### src/rtl/adder_pkg.sv
// Shared types and helpers for the pipelined Kogge-Stone adder.
package adder_pkg;

    typedef enum logic [1:0] {
        KILL = 2'b00,
        PROP = 2'b01,
        GEN  = 2'b11
    } kpg_t;

    function automatic int calc_levels(input int width);
        return $clog2(width);
    endfunction

    function automatic kpg_t kpg_of(input logic op_a, input logic op_b);
        if (op_a & op_b) return GEN;
        if (op_a ^ op_b) return PROP;
        return KILL;
    endfunction

endpackage

### src/rtl/kpg_merge.sv
// One prefix node: a resolved upper group dominates, a propagating one defers to the lower group.
module kpg_merge
    import adder_pkg::*;
(
    input  kpg_t i_upper,
    input  kpg_t i_lower,
    output kpg_t o_merged
);

    assign o_merged = (i_upper == PROP) ? i_lower : i_upper;

endmodule

### src/rtl/pipe_prefix_adder.sv
// Pipelined Kogge-Stone adder/subtractor: one register stage for kpg seeding, one per prefix level,
// with a global valid/ready stall.
module pipe_prefix_adder
    import adder_pkg::*;
#(
    parameter int WIDTH = 16
) (
    input  logic             clk,
    input  logic             rst_n,
    input  logic             in_valid,
    output logic             in_ready,
    input  logic [WIDTH-1:0] a,
    input  logic [WIDTH-1:0] b,
    input  logic             cin,
    input  logic             sub,
    output logic             out_valid,
    input  logic             out_ready,
    output logic [WIDTH:0]   sum,
    output logic             ovf
);

    localparam int LEVELS = calc_levels(WIDTH);

    logic              w_adv;
    logic [LEVELS:0]   r_vld_pipe;
    logic [WIDTH-1:0]  r_a [LEVELS+1];
    logic [WIDTH-1:0]  r_b [LEVELS+1];
    kpg_t              r_pref [LEVELS+1][WIDTH+1];
    kpg_t              w_seed [WIDTH+1];
    kpg_t              w_lvl  [LEVELS][WIDTH+1];
    logic [WIDTH-1:0]  w_b_eff;
    logic              w_cin_eff;
    kpg_t              w_top;
    logic [WIDTH:0]    w_carry;

    assign w_adv     = !r_vld_pipe[LEVELS] || out_ready;
    assign in_ready  = w_adv;
    assign out_valid = r_vld_pipe[LEVELS];

    assign w_b_eff   = sub ? ~b : b;
    assign w_cin_eff = sub | cin;

    // Position 0 holds the carry-in; position i+1 describes operand bit i.
    always_comb begin
        w_seed[0] = w_cin_eff ? GEN : KILL;
        for (int i = 0; i < WIDTH; i++) begin
            w_seed[i+1] = kpg_of(a[i], w_b_eff[i]);
        end
    end

    for (genvar k = 0; k < LEVELS; k++) begin : g_lvl
        for (genvar i = 0; i <= WIDTH; i++) begin : g_pos
            if (i >= (1 << k)) begin : g_node
                kpg_merge u_merge (
                    .i_upper  (r_pref[k][i]),
                    .i_lower  (r_pref[k][i-(1<<k)]),
                    .o_merged (w_lvl[k][i])
                );
            end else begin : g_pass
                assign w_lvl[k][i] = r_pref[k][i];
            end
        end
    end

    always_ff @(posedge clk or negedge rst_n) begin
        if (!rst_n) begin
            r_vld_pipe <= '0;
            for (int s = 0; s <= LEVELS; s++) begin
                r_a[s] <= '0;
                r_b[s] <= '0;
                for (int i = 0; i <= WIDTH; i++) begin
                    r_pref[s][i] <= KILL;
                end
            end
        end else if (w_adv) begin
            r_vld_pipe <= {r_vld_pipe[LEVELS-1:0], in_valid};
            r_a[0]     <= a;
            r_b[0]     <= w_b_eff;
            r_pref[0]  <= w_seed;
            for (int s = 1; s <= LEVELS; s++) begin
                r_a[s]    <= r_a[s-1];
                r_b[s]    <= r_b[s-1];
                r_pref[s] <= w_lvl[s-1];
            end
        end
    end

    // The top position spans bits [WIDTH:1] only after LEVELS levels; fold in the carry-in
    // position so an all-propagate operand still yields the right carry-out.
    kpg_merge u_cout (
        .i_upper  (r_pref[LEVELS][WIDTH]),
        .i_lower  (r_pref[LEVELS][0]),
        .o_merged (w_top)
    );

    always_comb begin
        for (int i = 0; i < WIDTH; i++) begin
            w_carry[i] = r_pref[LEVELS][i][1];
        end
        w_carry[WIDTH] = w_top[1];
    end

    assign sum = {w_carry[WIDTH], r_a[LEVELS] ^ r_b[LEVELS] ^ w_carry[WIDTH-1:0]};
    assign ovf = w_carry[WIDTH] ^ w_carry[WIDTH-1];

endmodule

### config.mk
export PLATFORM = sky130hd
export DESIGN_NAME = pipe_prefix_adder
export DESIGN_NICKNAME = d
export VERILOG_FILES = /design/src/rtl/adder_pkg.sv /design/src/rtl/kpg_merge.sv /design/src/rtl/pipe_prefix_adder.sv
export SDC_FILE = /design/constraint.sdc
export NUM_CORES = 1
export LEC_CHECK = 0
export BUFFER_PORTS_ARGS = -buffer_cell sky130_fd_sc_hd__clkbuf_2
export CORE_MARGIN = 5
export CORE_UTILIZATION = 50
export CTS_CLUSTER_DIAMETER = 100
export DETAILED_ROUTE_END_ITERATION = 12
export HOLD_SLACK_MARGIN = 0.05
export PLACE_DENSITY = 0.64
export SLEW_MARGIN = 40
export SYNTH_ARGS = -nofsm -noshare
export SYNTH_HDL_FRONTEND = slang
export SYNTH_SLANG_ARGS = --single-unit
### constraint.sdc
create_clock -name clk -period 1.9 [get_ports clk]
set_input_delay 0.19 -clock clk [delete_from_list [all_inputs] [get_ports clk]]
set_output_delay 0.19 -clock clk [all_outputs]
set_load 0.02 [all_outputs]
==> metrics.yaml, run 1 <==
run_status:
  outcome: "complete, no violations"
worst_setup_path:
  r2r_cells: 4
  cp_num_buf_inv: 2
  endpoint_kind: "output port"
  cp_num_cells: 3
  slowest_stage: "dfrtp_4"
  critPathTopFamily: "flip-flops"
  critical-path-max-stage-delay_ns: 0.52
  crit_arrival_ns: 1.62
  start_kind: "register"
  cp_max_fo: 10
  worstPathRequired_ns: 1.71
  worstPathCellList: "nor2b_4, inv_4, clkbuf_2"
  critPathKind: "register to output port"
grt:
  first_global_vias: 7830
  grt_max_degree: 141
  antenna_found_initial: 1
  grt_overflow: 0
  grt_use_total_pct: 19.5
  grt_pass1_wl_mm: 45.4
cells_and_area:
  seq_area_sq_um: 7610
  multi_input_comb_area_sq_um: 4690
  syn2layout_area_growth_pct: 16.4
  design_area_sq_um: 14800
  fillers: 2088
  drive_gt1_share_pct: 23.1
  layout.nets: 1086
  n_antenna_cell: 0
  final_util_pct: 58.9
detailed_routing:
  post_drt_wl_per_cell_microns: 19.5
  dr.first_iter.drc_count: 775
  wl_mm: 27.3
  vias: 7851
  firstDrtPassIters: 5
  ant_nets: 0
  drcViolationCount: 0
  vias_per_cell: 5.61
cts:
  clkSlewWorstSetupHoldPaths_ns: 0.06
  cts.sinks: 304
  clock_path_buffers: 3
  htreeDepth: 1
  insertion_delay_ns: 0.55
  cts_tree: "done"
  cts_root_buf: "clkbuf_16"
  numCtsBuffers: 31
die:
  die_y_microns: 169
  start_util_pct: 50.6
  core_area_sq_um: 25100
  rows: 58
  die_w_microns: 169
  boundaryPins: 58
  die_area_sq_um: 28700
power_and_ir_drop:
  powerDensity_nw_per_um2: 1760
  p_leak_nw: 6.14
  power_switching_w: 0.00864
  peakVddDrop_v: 0.00126
  p_clk_share_pct: 25.0
  combPwrFrac_pct: 30.3
  power_frac_seq_pct: 44.6
  intPower_w: 0.0174
  p_sw_share_pct: 33.2
place:
  dp_hpwl_mm: 17.1
  place_area_sq_um: 13400
  io_buffer_count: 57
  place_congestion: 0.740
min_path:
  hold_depth: 3
  holdCritPathClass: "primary input to register"
yosys:
  netlist_area_sq_um: 12700
  syn_area_per_cell_sq_um: 13.1
  ys.warnings.count: 0
  synthCells: 973
  seq_area_frac_synth_pct: 59.9
  ys_types: 22
  synth_nets: 1011
  ys_ff_latch: 304
sta:
  hold_violations: 0
  maxSlewViolCount: 0
  period_share_pct: 95.4
  fmax_mhz: 551
  worst_pin_slew_ns: 0.558
  layout_min_cycle_time_ns: 1.81
  finalClockSkew_ns: 0.0113
  rsz0062_at_grt: "false"
  tns_ns: 0
  relSlewSlack_pct: 62.8
  setup_viol: 0
flow_run:
  drv_cap: 0
-- timing repair --
action,CTS,global route
hold buffers,24,0
endpoints found under the setup margin,1,2
hold endpoints to repair,173,0
gates resized for setup,1,1
cloned,1,0
buffers inserted,0,1
-- placed cells by master (no fill, tap or decap), types with 3 or more instances in the layout --
| master | n |
|---|---|
| clkbuf_2 | 55 |
| clkbuf_8 | 11 |
| mux2_4 | 32 |
| buf_12 | 9 |
| clkinv_2 | 5 |
| o31ai_1 | 16 |
| inv_1 | 16 |
| buf_4 | 16 |
| xnor2_1 | 47 |
| nor3b_1 | 32 |
| nand3b_1 | 108 |
| mux2_1 | 55 |
| o21ai_0 | 130 |
| clkbuf_1 | 3 |
| dfrtp_1 | 303 |
| a31oi_1 | 16 |
| mux2_2 | 76 |
| clkbuf_16 | 31 |
| dlygate4sd3_1 | 24 |
| a21oi_1 | 69 |
| bufinv_16 | 5 |
-- layout make-up --
class                           count  share of cell area, %
Clock buffer                       45                   6.35
Clock inverter                     10                   1.18
Inverter                           17                  0.449
Multi-Input combinational cell    587                   31.7
Sequential cell                   304                   51.5
Tap cell                          330                   2.79
Timing Repair Buffer              107                   6.03
-- worst reg2reg max path: cells and delay by family, from the launching register on --
kind                   cells  cell delay, ns
buffers and inverters      2            0.43
flip-flops                 1            0.47
multiplexers               1            0.43
AND/OR/NAND/NOR            1            0.28
-- Yosys cell counts --
cell type | number | area (sq um)
buf_4 | 2 | 15.0
clkbuf_1 | 39 | 146
mux2_1 | 55 | 619
a21o_1 | 1 | 7.51
mux2_4 | 32 | 480
xor2_1 | 1 | 8.76
inv_4 | 1 | 6.26
a21oi_1 | 69 | 345
nand2b_1 | 1 | 6.26
buf_6 | 11 | 124
inv_1 | 16 | 60.1
nor2_1 | 1 | 3.75
dfrtp_1 | 304 | 7610
nor2b_1 | 1 | 6.26
nand3b_1 | 108 | 811
a31oi_1 | 16 | 100
o21ai_0 | 130 | 651
xnor2_1 | 48 | 420
mux2_2 | 76 | 856
buf_2 | 13 | 65.1
o31ai_1 | 16 | 120
nor3b_1 | 32 | 240
-- path summary, 6_finish.rpt --
path	startpoint	to	slack [ns]
max	r_vld_pipe[4]$_DFFE_PN0P_	in_ready	0.09
min reg2reg	r_vld_pipe[3]$_DFFE_PN0P_	r_vld_pipe[4]$_DFFE_PN0P_	0.45
max in group asynchronous	rst_n	r_b[62]$_DFFE_PN0P_	1.00
max reg2reg	r_vld_pipe[4]$_DFFE_PN0P_	r_a[19]$_DFFE_PN0P_	0.17
min in group asynchronous	rst_n	r_b[7]$_DFFE_PN0P_	0.21
min	b[15]	r_b[79]$_DFFE_PN0P_	0.07
-- power groups by stage --
stage / clock (W) / sequential (W) / combinational (W)
after global routing: 0.00692 / 0.0120 / 0.00869
after detailed placement: 0 / 0.0117 / 0.00779
after CTS: 0.00665 / 0.0116 / 0.00801
final: 0.00651 / 0.0116 / 0.00789
after floorplan: 0 / 0.0108 / 0.00597
after global placement: 0 / 0.0116 / 0.00761
-- layer usage --
metal  GRT usage (%)  routed length (microns)  vias up
met5               0                        0        -
met2            28.5                    12200      145
met1            31.5                    13600     4017
met3            2.70                     1090       32
met4            3.54                      448        0
li1                -                        -     3657
-- per-stage QoR --
| stage | total power, W | setup slack, ns | hold WS [ns] | std cells |
|---|---|---|---|---|
| 3_5_place_dp | 0.0195 | 0.265 | 0.190 | 1319 |
| 2_1_floorplan | 0.0168 | 0.249 | -0.106 | 973 |
| 5_1_grt | 0.0276 | 0.0255 | 0.0790 | 1400 |
| 6_report | 0.0260 | 0.0868 | 0.0660 | 1400 |
| 3_3_place_gp | 0.0192 | 0.296 | 0.191 | 1319 |
| 4_1_cts | 0.0263 | 0.00829 | 0.0547 | 1399 |
-- state kept, by name, indices dropped and copies added, names as in the netlist --
signal and cells:
r_a 80, r_pref 139, r_b 80, r_vld_pipe 5
-- logic make-up (layout without fill, tap and decap cells) --
group | count (synthesis) | after routing | share of synthesized area, %
AND/OR/NAND/NOR | 143 | 143 | 8.40
AO/OA/AOI/OAI | 232 | 232 | 9.64
flip-flops | 304 | 304 | 59.9
XOR/XNOR | 49 | 49 | 3.38
buffers and inverters | 82 | 179 | 3.28
multiplexers | 163 | 163 | 15.4
No activity file was read; power rests on OpenSTA's default activity.
==> run 2, diff against run 1 <==
--- a/config.mk
+++ b/config.mk
@@ -10,6 +10,7 @@
 export CORE_UTILIZATION = 50
 export CTS_CLUSTER_DIAMETER = 100
 export DETAILED_ROUTE_END_ITERATION = 12
+export GPL_TIMING_DRIVEN = 0
 export HOLD_SLACK_MARGIN = 0.05
 export PLACE_DENSITY = 0.64
 export SLEW_MARGIN = 40
==> metrics.yaml, run 2 (synthesized netlist as in run 1, its figures left out) <==
flow_run:
  drv_cap: 0
sta:
  finalClockSkew_ns: 0.0151
  fin_ws_ns: 0.00615
  setup_viol: 0
  layout_min_cycle_time_ns: 1.89
  tns_ns: 0
  worst_pin_slew_ns: 0.694
  rsz0062_at_grt: "true"
  timing.hold.ws_ns: 0.0817
  relSlewSlack_pct: 53.7
  period_share_pct: 99.7
  fmax_mhz: 528
  maxSlewViolCount: 0
  hold_violations: 0
run_status:
  outcome: "complete, no violations"
cts:
  insertion_delay_ns: 0.51
  cts.sinks: 304
  numCtsBuffers: 34
  clkSlewWorstSetupHoldPaths_ns: 0.06
  cts_tree: "done"
  clock_path_buffers: 3
  cts_root_buf: "clkbuf_16"
  htreeDepth: 2
power_and_ir_drop:
  power_frac_seq_pct: 44.5
  p_leak_nw: 6.19
  combPwrFrac_pct: 31.3
  power_switching_w: 0.00914
  p_sw_share_pct: 34.7
  peakVddDrop_v: 0.000967
  powerDensity_nw_per_um2: 1770
  intPower_w: 0.0172
  p_clk_share_pct: 24.2
cells_and_area:
  largest_register_ffs: 139
  n_antenna_cell: 0
  reg.largest.list: "r_pref: 139 flops, r_a: 80 flops, r_b: 80 flops"
  final_util_pct: 59.4
  final_common_cell: "dfrtp_1"
  drive_gt1_share_pct: 22.7
  final_cell_mix: "dfrtp_1 (303), o21ai_0 (130), nand3b_1 (108)"
  syn2layout_area_growth_pct: 17.5
  layout.nets: 1133
  regMostFlops: "r_pref"
detailed_routing:
  vias: 8182
  firstDrtPassIters: 5
  vias_per_cell: 5.65
  post_drt_wl_per_cell_microns: 21.7
  drcViolationCount: 0
  dr.first_iter.drc_count: 616
  wl_mm: 31.4
  ant_nets: 0
place:
  place_worst_setup_slack_ns: -0.0703
  place_congestion: 0.873
  dp_hpwl_mm: 22.6
  io_buffer_count: 56
grt:
  grt_use_total_pct: 22.7
  first_global_vias: 8527
  grt_overflow: 0
  grt_pass1_wl_mm: 50.5
  antenna_found_initial: 0
  grt_max_degree: 69
worst_setup_path:
  endpoint_kind: "output port"
  start_kind: "register"
  worstPathRequired_ns: 1.71
  critPathKind: "register to output port"
  reg2reg_slack_ns: 0.03
  rr_endpoint: "r_a[76]$_DFFE_PN0P_"
  r2r_cells: 7
  cp_max_fo: 10
  worstReg2RegStart: "r_vld_pipe[4]$_DFFE_PN0P_"
  crit_arrival_ns: 1.70
min_path:
  holdCritPathClass: "primary input to register"
  hold_depth: 3
  worstHoldStart: "b[15]"
  holdPathEnd: "r_pref[137]$_DFFE_PN0P_"
die:
  core_area_sq_um: 25100
  die_area_sq_um: 28700
  boundaryPins: 58
  rows: 58
  die_w_microns: 169
  die_y_microns: 169
  start_util_pct: 50.6
-- run 2: cell types whose count changed in the layout (fill, tap and decap cells not counted), sizes merged, moves of 2 or more --
cell	change
bufinv	-4
clkinv	-2
dlygate4sd3	-3
clkbuf	+47
buf	+9
-- run 2: per-layer routing --
metal,up-vias,global-route usage [%],wire (microns),share of wire (%)
met5,-,0,0,0
met4,0,5.60,601,1.9
met3,49,2.73,1290,4.1
met2,194,34.7,14400,46
met1,4197,34.9,15100,48
li1,3742,-,-,-
-- run 2: repair_timing --
action,CTS,global route
gates cloned,0,0
gates resized for setup,13,4
setup endpoints to repair,15,12
endpoints found under the hold margin,170,0
buffers inserted,2,3
hold buffers,21,0
-- run 2: how the worst max path moves through the flow --
stage	depth (start not counted)	slack, ns	from	endpoint
after floorplan	6	0.25	r_vld_pipe[4]$_DFFE_PN0P_	r_a[40]$_DFFE_PN0P_
after global placement	1	-5.90	rst_n	r_b[47]$_DFFE_PN0P_
after detailed placement	7	-0.07	r_vld_pipe[4]$_DFFE_PN0P_	in_ready
after CTS	6	-0.05	r_vld_pipe[4]$_DFFE_PN0P_	in_ready
after global routing	6	-0.03	r_vld_pipe[4]$_DFFE_PN0P_	in_ready
final	6	0.006	r_vld_pipe[4]$_DFFE_PN0P_	in_ready
-- run 2: power groups by stage --
stage                     Sequential [W]  Clock, W  Combinational (W)
final                             0.0117   0.00637            0.00826
after global routing              0.0121   0.00675            0.00907
after CTS                         0.0117   0.00646            0.00828
after detailed placement          0.0118         0            0.00805
after global placement            0.0117         0            0.00784
after floorplan                   0.0108         0            0.00597
-- run 2: final cells by class --
type                    count  area, sq um
clock buffers              53         1020
well taps                 330          413
flip-flops and latches    304         7610
repair buffers             87          677
fillers                  2041        10200
inverters                  17         80.1
plain buffers              64          364
clock inverters             6         61.3
multi-input cells         587         4700
-- run 2: critical path: stages (launching register included) --
cell and delay, ns:
dfrtp_2 0.43, nor2b_1 0.13, buf_4 0.16, buf_12 0.15
inv_16 0.08, buf_12 0.12, buf_8 0.11
-- run 2: metrics by stage --
step	power, W	instance area [sq um]	cells
final	0.0264	14900	1448
after global routing	0.0279	14900	1448
after CTS	0.0265	14900	1445
after detailed placement	0.0199	13500	1364
after global placement	0.0196	13400	1359
after floorplan	0.0168	12700	973
